$ cat src/rtl/reg_file.sv
// reg_file: 2**LOG_DEPTH x WIDTH register file with two combinational read ports, one write port and write-through bypass.
// Define ZERO_REG_EN to hard-wire register 0 to zero (MIPS $zero).
module reg_file #(
    parameter int WIDTH     = 32,
    parameter int LOG_DEPTH = 5
) (
    input  logic                 clk,
    input  logic                 rst,
    input  logic                 regWrite,
    input  logic [LOG_DEPTH-1:0] writeRegAdd,
    input  logic [WIDTH-1:0]     writeRegData,
    input  logic [LOG_DEPTH-1:0] readRegAdd1,
    input  logic [LOG_DEPTH-1:0] readRegAdd2,
    output logic [WIDTH-1:0]     readRegData1,
    output logic [WIDTH-1:0]     readRegData2
);
    localparam int DEPTH = 2 ** LOG_DEPTH;

    logic [WIDTH-1:0] mem_q [DEPTH];
    logic             wr_en;
    logic             zero1, zero2;

`ifdef ZERO_REG_EN
    assign wr_en = regWrite && (writeRegAdd != '0);
    assign zero1 = (readRegAdd1 == '0);
    assign zero2 = (readRegAdd2 == '0);
`else
    assign wr_en = regWrite;
    assign zero1 = 1'b0;
    assign zero2 = 1'b0;
`endif

    always_ff @(posedge clk or negedge rst) begin
        if (!rst) begin
            for (int i = 0; i < DEPTH; i++) mem_q[i] <= '0;
        end else if (wr_en) begin
            mem_q[writeRegAdd] <= writeRegData;
        end
    end

    // Bypass makes a same-cycle write visible before the edge commits it.
    always_comb begin
        readRegData1 = (!rst || zero1) ? '0 :
                       (wr_en && readRegAdd1 == writeRegAdd) ? writeRegData : mem_q[readRegAdd1];
        readRegData2 = (!rst || zero2) ? '0 :
                       (wr_en && readRegAdd2 == writeRegAdd) ? writeRegData : mem_q[readRegAdd2];
    end
endmodule

$ cat config.mk
export PLATFORM = sky130hd
export DESIGN_NAME = reg_file
export DESIGN_NICKNAME = d
export VERILOG_FILES = /design/src/rtl/reg_file.sv
export SDC_FILE = /design/constraint.sdc
export NUM_CORES = 2
export LEC_CHECK = 0
export ABC_AREA = 1
export CORE_ASPECT_RATIO = 1.4
export CORE_MARGIN = 2
export CORE_UTILIZATION = 35
export DETAILED_ROUTE_END_ITERATION = 10
export MAX_ROUTING_LAYER = met4
export SLEW_MARGIN = 20
export SYNTH_ARGS = -nofsm -noshare
export SYNTH_HDL_FRONTEND = slang
export SYNTH_SLANG_ARGS = --single-unit
$ cat constraint.sdc
create_clock -name clk -period 2.95 [get_ports clk]
set_clock_uncertainty 0.1 [all_clocks]
set_input_delay 0.59 -clock clk [delete_from_list [all_inputs] [get_ports clk]]
set_output_delay 0.59 -clock clk [all_outputs]
set_load 0.03 [all_outputs]
==> flow_summary.toml <==
[timing]
rsz0062_at_grt = "yes"
setup_viol = 0
fin_crit_ns = 2.93
finalHoldViolations = 0
relSlewSlack_pct = 39.7
max_freq_mhz = 341
whs_ns = 0.383
drv_slew = 0
fin_crit_sh_pct = 99.4
tightestPinTransition_ns = 0.904

[cts]
tritoncts = "built"
cts.sinks = 1024
cts_root_buffer = "clkbuf_16"
cts-buffers-inserted = 101
clk_path_buf_depth = 3
htreeDepth = 3
worstSkewPairLatency_ns = 0.74
path_clk_slew_ns = 0.06

[layout]
fin_cells = 11400
reg_top3 = "mem_q (1024)"
areaGrowthSynthToFinish_pct = 22.4
nNetsFinal = 9101
top_register = "mem_q"
largest_register_ffs = 1024
drive_above_1_share_pct = 10.8

[synth]
yosysSeqAreaShare_pct = 42.9
ys_ff_latch = 1024
avgSynthCellArea_sq_um = 6.63
netlist_area_sq_um = 59700
yosys_warnings = 0
synth_nets = 9057
yosysUniqueCellTypes = 20
synth_cells = 9007

[worst_setup_path]
required_ns = 2.26
cp_slowest_cell = "nand2_1"
path_class = "input port to primary output"
crit_top_cell = "nand3_1"
cp_num_buf_inv = 5
path_cells = "buf_12, inv_16, buf_16, buf_16, nand2_1, nand3_1, nand3_1, nand3_1, nand3_1, nand2_1, a21oi_2, buf_12"
cp.arrival_ns = 2.24
end_kind = "primary output"
critPathMaxFanout = 28
path_delay_family = "buffers and inverters"
worst_path_largest_cell_delay_ns = 0.21
critPathLaunchType = "input port"

[route]
top_layer = "met4"
route.met3.wl_um = 25200
first_pass_iters = 9
via_per_inst = 5.55
wirelength_um = 256000
wl_per_cell_um = 22.4
wl_met1_um = 98700
postRouteAntennaNets = 0
vias = 63252
drtIter0Drc = 7610
route.detailed.drc = 0
wl_met2_um = 116000

[power]
power_switching_share_pct = 33.3
clkPwrFrac_pct = 33.0
seqPwrFrac_pct = 41.4
power_switching_mw = 14.5
peakVddDrop_mv = 0.474
comb_power_share_pct = 25.6
power_density_nw_per_um2 = 596
p_int_mw = 29.1
power.leakage_nw = 36.3

[floorplanning]
core_sq_um = 170000
start_util_pct = 35.2
row_count = 179
die_h_um = 493
die_x_um = 353
ioPinCount = 114
die-area_sq_um = 174000

[global_route]
antenna_found_initial = 6
grt_pass1_wl_um = 375000
track_usage_pct = 28.9
grt_overflow = 0
grt_pass1_vias = 60412
grt_max_degree = 125

[flow_run]
drv_cap = 0

[placed_design]
gp_congestion = 0.917
place_inst = 11153
hpwl_um = 150000
port-buffer-count = 113

[status]
outcome = "completed"

[min_path]
min_path_type = "flip-flop to flip-flop"
[what timing repair did]
item	in CTS	in global routing
resized for setup	80	205
pin swaps	6	37
hold buffers	12	0
setup endpoints to repair	62	62
setup buffers	2	14
endpoints found under the hold margin	166	0
gates cloned	2	27
[tightest hold or removal path, cell delays in order, from the launching register on]
cell and delay (ns):
dfrtp_1 0.34, nand2_1 0.05, o21ai_0 0.06
[kinds of logic after synthesis]
group	after synthesis	synth area share, %
AOI/OAI and AO/OA	1224	10.5
xor gates and xnor gates	3	0.0440
buffers and inverters	1746	11.1
DFF	1024	42.9
and+or+nand+nor	5010	35.4
[power groups by stage]
stage	Sequential [mW]	Combinational [mW]	Clock, mW
after floorplan	18.0	7.02	0
after global placement	18.2	10.3	0
after detailed placement	18.3	10.6	0
after CTS	18.1	10.7	14.6
after global routing	18.4	12.6	15.1
final	18.1	11.2	14.4
[cells in the mapped netlist]
master	n	area [sq um]
nor2_2	4	25.0
xor2_1	2	17.5
o22ai_1	4	25.0
dfrtp_1	1024	25600
buf_2	83	415
nand3_1	1830	9160
o211ai_1	64	480
clkbuf_1	569	2140
nor3_1	9	45.0
o21ai_0	1045	5230
a21oi_1	65	325
nor4_4	1	21.3
or2_2	5	31.3
buf_1	62	233
inv_2	8	30.0
o21ai_1	46	230
xnor2_1	1	8.76
nand2_1	3097	11600
inv_1	1024	3840
nor2_1	64	240
[per-layer routing]
layer,track usage (%),vias up
met2,45.6,3628
met1,35.3,30033
li1,-,28739
met4,16.0,0
met3,4.85,852
met5,-,-
[through the flow]
step | worst slack, ns | utilization, % | TNS [ns] | instance area, sq um | total power [mW]
detailed placement | -0.418 | 39.7 | -6.45 | 67400 | 28.8
finish | 0.0164 | 43.1 | 0 | 73100 | 43.6
global placement | -0.404 | 39.7 | -7.46 | 67400 | 28.5
floorplan | 0.0660 | - | 0 | 59700 | 25.0
global route | -0.0612 | 43.1 | -0.333 | 73100 | 46.1
CTS | -0.0316 | 42.1 | -0.0788 | 71500 | 43.3
[layout by cell type (no fill, tap or decap), types with 64 or more instances in the layout]
cell type,n
buf_12,209
buf_4,311
clkbuf_16,130
dfrtp_1,1024
inv_1,1017
nand2_1,3024
nand2_2,64
nand3_1,1775
o211ai_1,64
o21ai_0,1012
o21ai_1,71
[cell type report]
class                   count  area (sq um)
clock buffers             141          2940
repair buffers            655          8850
inverters                1032          3960
multi-input cells        6237         28300
well taps                2262          2830
flip-flops and latches   1024         25600
clock inverters            45           637
diodes                      4          10.0
fillers                 17258         96700
[path summary, 6_finish.rpt]
kind	slack [ns]	to	depth (start not counted)	from
max	0.02	readRegData1[25]	12	readRegAdd1[0]
min	0.38	mem_q[693]$_DFFE_PN0P_	2	mem_q[693]$_DFFE_PN0P_
max reg2reg	2.12	mem_q[70]$_DFFE_PN0P_	2	mem_q[70]$_DFFE_PN0P_
min reg2reg	0.38	mem_q[693]$_DFFE_PN0P_	2	mem_q[693]$_DFFE_PN0P_
max in group asynchronous	0.82	mem_q[594]$_DFFE_PN0P_	5	rst
min in group asynchronous	0.40	mem_q[400]$_DFFE_PN0P_	3	rst
(Power assumes the default switching activity.)
